## config.mk

```make
export PLATFORM = sky130hd
export DESIGN_NAME = ad9970_line_decode_flat
export DESIGN_NICKNAME = d
export VERILOG_FILES = /design/src/rtl/ad9970_line_decode_pkg.sv /design/src/rtl/ad9970_line_decode_if.sv /design/src/rtl/ad9970_line_decode_sync_hunt.sv /design/src/rtl/ad9970_line_decode.sv /design/src/flat_wrapper.sv
export SDC_FILE = /design/constraint.sdc
export NUM_CORES = 1
export LEC_CHECK = 0
export BUFFER_PORTS_ARGS = -buffer_cell sky130_fd_sc_hd__clkbuf_2
export CORE_MARGIN = 1
export CORE_UTILIZATION = 38
export CTS_CLUSTER_SIZE = 30
export DETAILED_ROUTE_END_ITERATION = 8
export PLACE_DENSITY = 0.6
export SYNTH_ARGS = -nofsm -noshare
export SYNTH_HDL_FRONTEND = slang
export SYNTH_SLANG_ARGS = --single-unit
```

## constraint.sdc

```tcl
create_clock -name clk -period 2.55 [get_ports clk]
set_input_delay 0.1275 -clock clk [delete_from_list [all_inputs] [get_ports clk]]
set_output_delay 0.1275 -clock clk [all_outputs]
set_load 0.03 [all_outputs]
```

## src/rtl/ad9970_line_decode_pkg.sv

```systemverilog
// Shared definitions for the AD9970 line decoder: sync pattern defaults,
// datapath widths and the line FSM state encoding.
package ad9970_line_decode_pkg;

  localparam logic [15:0] DEF_SYNC_WORD  = 16'h8421;
  localparam int          DEF_SYNC_NUM   = 7;
  localparam int          DEF_DATA_WD    = 14;
  localparam int          DEF_LINE_WD    = 13;
  localparam int          DEF_LOCK_LINES = 4;

  typedef enum logic [1:0] {
    ST_IDLE = 2'd0,
    ST_HUNT = 2'd1,
    ST_LINE = 2'd2
  } state_e;

endpackage

```

## src/rtl/ad9970_line_decode_if.sv

```systemverilog
// Word-stream input and decoded-pixel output bundle of the AD9970 line decoder.
interface ad9970_line_decode_if
  import ad9970_line_decode_pkg::*;
#(
  parameter int DATA_WD = DEF_DATA_WD,
  parameter int LINE_WD = DEF_LINE_WD
);

  logic               i_start_acquisit;
  logic               i_word_valid;
  logic [15:0]        iv_word;
  logic [LINE_WD-1:0] iv_line_length;
  logic [DATA_WD-1:0] ov_pix_data;
  logic               o_lval;
  logic               o_sync_lock;
  logic               o_sync_err;
  logic [15:0]        ov_line_cnt;

  modport master (
    output i_start_acquisit, i_word_valid, iv_word, iv_line_length,
    input  ov_pix_data, o_lval, o_sync_lock, o_sync_err, ov_line_cnt
  );

  modport slave (
    input  i_start_acquisit, i_word_valid, iv_word, iv_line_length,
    output ov_pix_data, o_lval, o_sync_lock, o_sync_err, ov_line_cnt
  );

endinterface

```

## src/rtl/ad9970_line_decode_sync_hunt.sv

```systemverilog
// Counts consecutive sync words. Flags completion of a full sync run and
// the end of a partial run broken by a non-sync word.
module ad9970_sync_hunt
  import ad9970_line_decode_pkg::*;
#(
  parameter logic [15:0] SYNC_WORD = DEF_SYNC_WORD,
  parameter int          SYNC_NUM  = DEF_SYNC_NUM
) (
  input  logic        clk,
  input  logic        reset,
  input  logic        clr,          // abandon any run in progress
  input  logic        en,           // qualified word while hunting
  input  logic        preload,      // premature sync inside a line counts as match 1
  input  logic [15:0] word,
  output logic        sync_done,
  output logic        partial_err
);

  localparam int CNT_WD = (SYNC_NUM > 2) ? $clog2(SYNC_NUM) : 1;

  logic [CNT_WD-1:0] sync_cnt_r;
  logic [CNT_WD-1:0] sync_cnt_s;
  logic              match_s;

  // Next run length and the completion / broken-run flags.
  always_comb begin
    match_s     = (word == SYNC_WORD);
    sync_cnt_s  = sync_cnt_r;
    sync_done   = 1'b0;
    partial_err = 1'b0;
    if (clr) begin
      sync_cnt_s = {CNT_WD{1'b0}};
    end else if (preload) begin
      sync_cnt_s = CNT_WD'(1);
    end else if (en) begin
      if (match_s) begin
        if (sync_cnt_r == CNT_WD'(SYNC_NUM - 1)) begin
          sync_done  = 1'b1;
          sync_cnt_s = {CNT_WD{1'b0}};
        end else begin
          sync_cnt_s = sync_cnt_r + CNT_WD'(1);
        end
      end else begin
        if (sync_cnt_r != {CNT_WD{1'b0}}) begin
          partial_err = 1'b1;
        end else begin
          partial_err = 1'b0;
        end
        sync_cnt_s = {CNT_WD{1'b0}};
      end
    end else begin
      sync_cnt_s = sync_cnt_r;
    end
  end

  // Run-length register.
  always_ff @(posedge clk) begin
    if (reset) begin
      sync_cnt_r <= {CNT_WD{1'b0}};
    end else begin
      sync_cnt_r <= sync_cnt_s;
    end
  end

endmodule

```

## src/rtl/ad9970_line_decode.sv

```systemverilog
// AD9970 line decoder: hunts for the sync run, then emits iv_line_length
// right-aligned pixels per line with line-lock tracking and error pulses.
module ad9970_line_decode
  import ad9970_line_decode_pkg::*;
#(
  parameter logic [15:0] SYNC_WORD  = DEF_SYNC_WORD,
  parameter int          SYNC_NUM   = DEF_SYNC_NUM,
  parameter int          DATA_WD    = DEF_DATA_WD,
  parameter int          LINE_WD    = DEF_LINE_WD,
  parameter int          LOCK_LINES = DEF_LOCK_LINES
) (
  input  logic                 clk,
  input  logic                 reset,
  ad9970_line_decode_if.slave  bus
);

  localparam int GOOD_WD = $clog2(LOCK_LINES + 1);

  state_e             state_r, state_s;
  logic [LINE_WD-1:0] pix_cnt_r, pix_cnt_s;
  logic [LINE_WD-1:0] len_r, len_s;
  logic [GOOD_WD-1:0] good_r, good_s;
  logic               lock_r, lock_s;
  logic               lval_r, lval_s;
  logic               err_r, err_s;
  logic [15:0]        line_r, line_s;
  logic [DATA_WD-1:0] pix_r, pix_s;
  logic               is_sync_s, clr_s, hunt_en_s, preload_s;
  logic               sync_done_s, partial_err_s;
  logic               bad_s, good_line_s;

  // Hunter controls depend only on registered state, keeping them off the FSM loop.
  assign is_sync_s = (bus.iv_word == SYNC_WORD);
  assign clr_s     = ~bus.i_start_acquisit;
  assign hunt_en_s = bus.i_start_acquisit & bus.i_word_valid & (state_r == ST_HUNT);
  assign preload_s = bus.i_start_acquisit & bus.i_word_valid & (state_r == ST_LINE) & is_sync_s;

  ad9970_sync_hunt #(
    .SYNC_WORD (SYNC_WORD),
    .SYNC_NUM  (SYNC_NUM)
  ) u_sync_hunt (
    .clk         (clk),
    .reset       (reset),
    .clr         (clr_s),
    .en          (hunt_en_s),
    .preload     (preload_s),
    .word        (bus.iv_word),
    .sync_done   (sync_done_s),
    .partial_err (partial_err_s)
  );

  // Next state, counters, lock bookkeeping and output register values.
  always_comb begin
    state_s     = state_r;
    pix_cnt_s   = pix_cnt_r;
    len_s       = len_r;
    good_s      = good_r;
    lock_s      = lock_r;
    line_s      = line_r;
    pix_s       = pix_r;
    lval_s      = 1'b0;
    err_s       = 1'b0;
    bad_s       = 1'b0;
    good_line_s = 1'b0;
    if (!bus.i_start_acquisit) begin
      state_s   = ST_IDLE;
      pix_cnt_s = {LINE_WD{1'b0}};
      len_s     = {LINE_WD{1'b0}};
      good_s    = {GOOD_WD{1'b0}};
      lock_s    = 1'b0;
      line_s    = 16'd0;
    end else begin
      case (state_r)
        ST_IDLE: begin
          state_s = ST_HUNT;
        end
        ST_HUNT: begin
          if (sync_done_s) begin
            if (bus.iv_line_length == {LINE_WD{1'b0}}) begin
              bad_s = 1'b1;
            end else begin
              len_s     = bus.iv_line_length;
              pix_cnt_s = {LINE_WD{1'b0}};
              state_s   = ST_LINE;
            end
          end else if (partial_err_s) begin
            bad_s = 1'b1;
          end else begin
            bad_s = 1'b0;
          end
        end
        ST_LINE: begin
          if (bus.i_word_valid) begin
            if (is_sync_s) begin
              bad_s   = 1'b1;
              state_s = ST_HUNT;
            end else begin
              lval_s    = 1'b1;
              pix_s     = bus.iv_word[DATA_WD-1:0];
              pix_cnt_s = pix_cnt_r + LINE_WD'(1);
              if (pix_cnt_s == len_r) begin
                good_line_s = 1'b1;
                state_s     = ST_HUNT;
              end else begin
                good_line_s = 1'b0;
              end
            end
          end else begin
            lval_s = 1'b0;
          end
        end
        default: begin
          state_s = ST_IDLE;
        end
      endcase

      if (bad_s) begin
        err_s  = 1'b1;
        good_s = {GOOD_WD{1'b0}};
        lock_s = 1'b0;
        if (lock_r) begin
          line_s = 16'd0;
        end else begin
          line_s = line_r;
        end
      end else if (good_line_s) begin
        line_s = line_r + 16'd1;
        if (good_r != GOOD_WD'(LOCK_LINES)) begin
          good_s = good_r + GOOD_WD'(1);
        end else begin
          good_s = good_r;
        end
        lock_s = (good_s == GOOD_WD'(LOCK_LINES));
      end else begin
        line_s = line_r;
      end
    end
  end

  // State and output registers.
  always_ff @(posedge clk) begin
    if (reset) begin
      state_r   <= ST_IDLE;
      pix_cnt_r <= {LINE_WD{1'b0}};
      len_r     <= {LINE_WD{1'b0}};
      good_r    <= {GOOD_WD{1'b0}};
      lock_r    <= 1'b0;
      line_r    <= 16'd0;
      pix_r     <= {DATA_WD{1'b0}};
      lval_r    <= 1'b0;
      err_r     <= 1'b0;
    end else begin
      state_r   <= state_s;
      pix_cnt_r <= pix_cnt_s;
      len_r     <= len_s;
      good_r    <= good_s;
      lock_r    <= lock_s;
      line_r    <= line_s;
      pix_r     <= pix_s;
      lval_r    <= lval_s;
      err_r     <= err_s;
    end
  end

  assign bus.ov_pix_data = pix_r;
  assign bus.o_lval      = lval_r;
  assign bus.o_sync_lock = lock_r;
  assign bus.o_sync_err  = err_r;
  assign bus.ov_line_cnt = line_r;

endmodule

```

## src/flat_wrapper.sv

```systemverilog
// flat-port wrapper written by rule: the top's interface ports become plain ports
module ad9970_line_decode_flat import ad9970_line_decode_pkg::*;
#(
  parameter logic [15:0] SYNC_WORD  = DEF_SYNC_WORD,
  parameter int          SYNC_NUM   = DEF_SYNC_NUM,
  parameter int          DATA_WD    = DEF_DATA_WD,
  parameter int          LINE_WD    = DEF_LINE_WD,
  parameter int          LOCK_LINES = DEF_LOCK_LINES
)
  (clk, reset, bus_i_start_acquisit, bus_i_word_valid, bus_iv_word, bus_iv_line_length, bus_ov_pix_data, bus_o_lval, bus_o_sync_lock, bus_o_sync_err, bus_ov_line_cnt);
  ad9970_line_decode_if #(.DATA_WD(DATA_WD), .LINE_WD(LINE_WD)) bus_i ();
  input  logic clk;
  input  logic reset;
  input wire logic [$bits(bus_i.i_start_acquisit)-1:0] bus_i_start_acquisit;
  input wire logic [$bits(bus_i.i_word_valid)-1:0] bus_i_word_valid;
  input wire logic [$bits(bus_i.iv_word)-1:0] bus_iv_word;
  input wire logic [$bits(bus_i.iv_line_length)-1:0] bus_iv_line_length;
  output wire logic [$bits(bus_i.ov_pix_data)-1:0] bus_ov_pix_data;
  output wire logic [$bits(bus_i.o_lval)-1:0] bus_o_lval;
  output wire logic [$bits(bus_i.o_sync_lock)-1:0] bus_o_sync_lock;
  output wire logic [$bits(bus_i.o_sync_err)-1:0] bus_o_sync_err;
  output wire logic [$bits(bus_i.ov_line_cnt)-1:0] bus_ov_line_cnt;
  assign bus_i.i_start_acquisit = bus_i_start_acquisit;
  assign bus_i.i_word_valid = bus_i_word_valid;
  assign bus_i.iv_word = bus_iv_word;
  assign bus_i.iv_line_length = bus_iv_line_length;
  assign bus_ov_pix_data = bus_i.ov_pix_data;
  assign bus_o_lval = bus_i.o_lval;
  assign bus_o_sync_lock = bus_i.o_sync_lock;
  assign bus_o_sync_err = bus_i.o_sync_err;
  assign bus_ov_line_cnt = bus_i.ov_line_cnt;
  ad9970_line_decode #(.SYNC_WORD(SYNC_WORD), .SYNC_NUM(SYNC_NUM), .DATA_WD(DATA_WD), .LINE_WD(LINE_WD), .LOCK_LINES(LOCK_LINES)) u_core (.clk(clk), .reset(reset), .bus(bus_i));
endmodule
```

---- Word level (Yosys, flattened, before mapping) ----
Index checks and enable logic that the tools add are counted.
word-level totals
  latch bits .............................. 0
  output and inout bits ................... 33
  ROM bits ................................ 0
  RAM bits ................................ 0
  word-level logic and storage cells ...... 98
  input port bits ......................... 33
  memories ................................ 0
  register bits after elaboration ......... 67
operators by class
  add/sub/neg operators ................... 4
  div/mod/pow operators ................... 0
  reduce and logical (&&, ||, !) cells .... 15
  shifts and indexed selects .............. 0
  magnitude comparators ................... 0
  multiply operators ...................... 0
  equal/unequal tests ..................... 13
  bitwise gates (word level) .............. 9
  multiplexer cells ....................... 46
operator list
  cell                                                   count
  2-to-1 mux 13 bit                                      4
  2-to-1 mux 16 bit                                      3
  one-hot mux 13 bit (2 select lines)                    1
  2-to-1 mux 1 bit                                       25
  2-to-1 mux 3 bit                                       6
  adder 16 x 1 -> 16 bit, second input constant          1
  equality test 16 bit, second input constant            1
  adder 13 x 1 -> 13 bit, second input constant          1
  equality test 13 bit                                   1
  logical NOT 13 bit                                     1
  2-to-1 mux 2 bit                                       5
  AND reduction 4 bit                                    2
  adder 3 x 1 -> 3 bit, second input constant            2
  equality test 3 bit, second input constant             2
  inequality test 2 bit, second input constant           3
  one-hot mux 2 bit (3 select lines)                     1
  nonzero test 2 bit                                     3
  OR reduction 3 bit                                     2
  inverter 1 bit                                         5
  AND reduction 5 bit                                    1
  AND 1 bit                                              4
  inequality test 2 x 1 -> 1 bit, second input constant  2
  OR reduction 4 bit                                     1
  inequality test 3 x 2 -> 1 bit, second input constant  1
  other kinds (9)                                        9

---- Logic depth before layout (Yosys ltp) ----
  word-level depth ........................ 13
  gate-level depth with buffers ........... 12
  gate-level depth less buffers ........... 9

---- By module ----
A second synthesis with hierarchy kept.
unflattened totals
  cell total of the unflattened synthesis .. 475
  area total of the unflattened synthesis .. 3782.4 um^2
modules (own cells, without submodules)
  module              sequential area each (um^2)  area an instance (um^2)  times used  cells an instance
  ad9970_line_decode  1281.2                       3517.1                   1           446
  ad9970_sync_hunt    60.1                         265.3                    1           29

---- Worst setup path before layout ----
OpenSTA, ideal clock, no wires.
  path kind ............................... reg2reg
  start point ............................. reg u_core.pix_cnt_r[0]
  end point ............................... reg u_core.line_r[8] (netlist: u_core.bus.ov_line_cnt[8])
  slack ................................... 0.074 ns
  period minus slack after synthesis ...... 2.476 ns
  buffers on the path ..................... 1
  library setup time ...................... 0.074 ns
  cell stages (with the launch flop) ...... 10
  required time ........................... 2.476 ns
  arrival time ............................ 2.401 ns
  cells stage by stage .................... dfxtp_1 > ha_1 > buf_2 > nand3_1 > nor4_2 > xnor2_1 > and4bb_4 > nand3_4 > or4_1 > a31oi_1
on the way
  cells in the longest elaborated chain, start to end .. 9
ends and longest elaborated chain
  element                               RTL line                   source
  start: declaration                    ad9970_line_decode.sv:20   logic [LINE_WD-1:0] pix_cnt_r, pix_cnt_s;
  start signal: assignment              ad9970_line_decode.sv:144  pix_cnt_r <= {LINE_WD{1'b0}};
  start signal: assignment              ad9970_line_decode.sv:154  pix_cnt_r <= pix_cnt_s;
  adder 13 x 1 -> 13 bit                ad9970_line_decode.sv:100  pix_cnt_s = pix_cnt_r + LINE_WD'(1);
  equality test 13 bit                  ad9970_line_decode.sv:101  if (pix_cnt_s == len_r) begin
  2-to-1 mux 1 bit                      ad9970_line_decode.sv:101
  2-to-1 mux 1 bit                      ad9970_line_decode.sv:94   if (is_sync_s) begin
  2-to-1 mux 1 bit                      ad9970_line_decode.sv:93   if (bus.i_word_valid) begin
  2-to-1 mux 1 bit                      ad9970_line_decode.sv:73   case (state_r)
  2-to-1 mux 1 bit                      ad9970_line_decode.sv:65   if (!bus.i_start_acquisit) begin
  nonzero test 2 bit (no source line)   --
  AND reduction 2 bit (no source line)  --
  end signal: assignment                ad9970_line_decode.sv:158  line_r <= line_s;
  end: declaration                      ad9970_line_decode.sv:26   logic [15:0] line_r, line_s;
No other way between the ends. The select of a mux whose other input is x is not followed.
A chain may end at the register's enable or synchronous reset.

---- Worst setup path after layout ----
Same ends and word-level chain as after synthesis.

==> impl_metrics.yaml <==
clock_tree:
  clock_latency_ns: 0.36
  cts-root-buf: "clkbuf_8"
  postCtsSetupBuffers: 0
  clock-sinks: 67
  h-tree-depth: 3
  cts_tree: "built"
  path_clk_slew_ns: 0.08
  cts-buffers-inserted: 9
  cts_max_path_buffers: 2
grt:
  grt_pass1_wl_microns: 16280
  grt_pass1_vias: 3373
  grt-ovfl-total: 0
  grt_max_degree: 29
  antenna_found_initial: 0
  track_usage_pct: 20.06
min_path:
  hold_path_startpoint: "bus_iv_line_length[6]"
  min_path_cells: 3
  hp-class: "input port to flip-flop"
  hold_end: "u_core.len_r[6]$_SDFFE_PP0P_"
critical_path:
  critPathMaxFanout: 7
  crit_chain: "buf_4 -> and4_2 -> and3_1 -> o2111ai_1 -> and4bb_4 -> nand3_4 -> or4_1 -> a31oi_1"
  crit_family: "simple AND/OR/NAND/NOR gates"
  r2r_slack_ns: 0.11
  worstPathArrival_ns: 2.71
  cp-start-kind: "flip-flop"
  cpPeakStageDelay_ns: 0.48
  slowest_stage: "or4_1"
  reg2regPathDepth: 8
  endpoint_kind: "flip-flop"
  critical_path_required_ns: 2.82
  rr_endpoint: "u_core.bus.ov_line_cnt[8]$_SDFFE_PP0P_"
  regToRegStartpoint: "u_core.pix_cnt_r[0]$_SDFFE_PP0P_"
  cp_num_buf_inv: 1
  crit_type: "flip-flop to flip-flop"
power_and_ir_drop:
  p_int_uw: 1434
  power_frac_seq_pct: 54.5
  vdd_drop_max_uv: 222.2
  pwr-share-clk_pct: 40.5
  p_leak_uw: 0.001747
  combPwrFrac_pct: 5.0
  p_per_area_nw_per_um2: 426.2
  switchingPower_uw: 488.2
  switching_share_pct: 25.39
sta:
  whs_ns: 0.006228
  worst_slew_pin_slew_ns: 0.5407
  rsz0062_at_grt: "true"
  drv_slew: 0
  hold_viol: 0
  final.period_utilization_pct: 95.73
  fmax_ghz: 0.4096
  fin_crit_ns: 2.441
  finalClockSkew_ns: 0.009689
  fin_setup_tns_ns: 0
  maxSlewHeadroom_pct: 63.95
  setup_violations: 0
route:
  drc: 0
  wl_per_cell_microns: 14.78
  wl_microns: 9961
  first_pass_iters: 4
  num_vias: 3725
  via_per_inst: 5.527
  postRouteAntennaNets: 0
  drt_iter0_markers: 176
synthesis:
  synth_cell_types: 57
  synth_seq_area_share_pct: 35.57
  yosys_warnings: 0
  ys_async_sr_fraction_pct: 0
  synthCells: 473
  synth_seq_cells: 67
  syn_area_per_cell_sq_um: 7.973
  synth-edff-count: 0
  synth_area_sq_um: 3771
  ys.flop_type: "dfxtp_1"
  synth_nets: 513
final_layout:
  area_delta_synth_final_pct: 19.61
  finalNetCount: 580
  drive_above_1_share_pct: 22.20
  num_antenna_cells: 0
  final-instance-count-excl-fill: 674
floorplan:
  die_area_sq_um: 10330
  die_w_microns: 101.6
  die_y_microns: 101.6
  ios: 66
  rows: 35
  start_util_pct: 40.05
  core_area_sq_um: 9415
place:
  placement.io_buffers: 65
  place.gp.congestion: 0.8282
  hpwl_microns: 7311
  placedCellCount: 657
flow_run:
  drv_cap: 0
run_status:
  status: "finished, final reports clean"
[cells in the final DEF (no fill, tap or decap), drive strengths merged, types with 7 or more instances in the layout]
cell     n
clkbuf  76
dfxtp   67
nand2   55
nor2    45
a21oi   44
nand3   25
o21ai   25
buf     20
mux2i   16
nand4   13
and3    13
xnor2   12
or3     11
inv     10
a31oi    9
and2     8
o211ai   7
nor3     7
nor4     7
ha       7
[Yosys cell counts, types with 7 or more instances]
master    count  share of area, %
a21oi_1      44               5.8
a31oi_1       9               1.5
and3_1       13               2.2
buf_2         8               1.1
clkbuf_1     18               1.8
dfxtp_1      67                36
ha_1          7               2.3
inv_1        10               1.0
mux2i_1      16               4.2
nand2_1      54               5.4
nand3_1      24               3.2
nand4_1      13               2.2
nor2_1       45               4.5
nor3_1        7              0.93
o211ai_1      7               1.4
o21ai_0      20               2.7
or3_1        11               1.8
xnor2_1      12               2.8
[metrics by stage]
step | power (uW) | utilization, % | area, sq um | setup slack [ns]
4_1_cts | 1939 | 47.40 | 4463 | 0.006062
3_3_place_gp | 1165 | 45.58 | 4292 | 0.1151
5_1_grt | 1987 | 47.91 | 4511 | -0.02295
3_5_place_dp | 1165 | 45.58 | 4292 | 0.04604
2_1_floorplan | 1110 | - | 3771 | 0.07440
6_report | 1923 | 47.91 | 4511 | 0.1088
[routing by layer]
| layer | vias to the layer above | global-route usage (%) | wire (microns) |
|---|---|---|---|
| met2 | 87 | 31.50 | 4568 |
| met1 | 1760 | 27.97 | 4776 |
| li1 | 1867 | - | - |
| met4 | 0 | 6.020 | 85 |
| met3 | 11 | 3.520 | 530 |
| met5 | - | 0 | 0 |
[cell families after synthesis]
kind of cell | share of synthesized area (%)
simple gates | 31.69
mux | 4.545
xor+xnor | 3.948
compound gates | 17.19
flops | 35.57
buf+inv | 4.744
fa+ha+maj | 2.322
[what timing repair did]
| item | in CTS | in global routing |
|---|---|---|
| resized for setup | 0 | 13 |
| setup endpoints to repair | 0 | 26 |
| endpoints found under the hold margin | 1 | 0 |
| hold buffers | 1 | 0 |
[worst max-delay path by stage]
| stage | from | end | slack, ns | cells after the start |
|---|---|---|---|---|
| final | u_core.pix_cnt_r[0]$_SDFFE_PP0P_ | u_core.bus.ov_line_cnt[8]$_SDFFE_PP0P_ | 0.11 | 8 |
| after global routing | u_core.pix_cnt_r[0]$_SDFFE_PP0P_ | u_core.bus.ov_line_cnt[8]$_SDFFE_PP0P_ | -0.02 | 8 |
| after CTS | u_core.pix_cnt_r[1]$_SDFFE_PP0P_ | u_core.bus.ov_line_cnt[12]$_SDFFE_PP0P_ | 0.006 | 8 |
| after detailed placement | u_core.pix_cnt_r[1]$_SDFFE_PP0P_ | u_core.bus.ov_line_cnt[12]$_SDFFE_PP0P_ | 0.05 | 8 |
| after global placement | u_core.pix_cnt_r[0]$_SDFFE_PP0P_ | u_core.bus.ov_line_cnt[12]$_SDFFE_PP0P_ | 0.12 | 8 |
| after floorplan | u_core.pix_cnt_r[0]$_SDFFE_PP0P_ | u_core.bus.ov_line_cnt[8]$_SDFFE_PP0P_ | 0.07 | 9 |
[flip-flops by register name (all words and copies together) (netlist names), 2 cells and up]
signal	count
u_core.state_r	2
u_core.bus.ov_pix_data	14
u_core.pix_cnt_r	13
u_core.u_sync_hunt.sync_cnt_r	3
u_core.bus.ov_line_cnt	16
u_core.good_r	3
u_core.len_r	13
[power groups by stage]
stage / clock, uW / combinational, uW / sequential, uW
after floorplan: 0 / 38.1 / 1070
after global placement: 0 / 93.1 / 1070
after detailed placement: 0 / 93.7 / 1070
after CTS: 797 / 95.3 / 1050
after global routing: 836 / 105 / 1050
final: 779 / 96.0 / 1050
[area by class of cell]
type / instances / area (sq um)
Inverter: 10 / 37.54
Timing Repair Buffer: 86 / 510.5
Tap cell: 129 / 161.4
Clock buffer: 11 / 131.4
Multi-Input combinational cell: 366 / 2293
Clock inverter: 5 / 30.03
Fill cell: 1003 / 4905
Sequential cell: 67 / 1346
[worst reg2reg max path: stages (launching register included)]
cell	delay, ns
dfxtp_1	0.38
buf_4	0.17
and4_2	0.29
and3_1	0.18
o2111ai_1	0.15
and4bb_4	0.41
nand3_4	0.10
or4_1	0.48
a31oi_1	0.20
(Power assumes the default switching activity.)
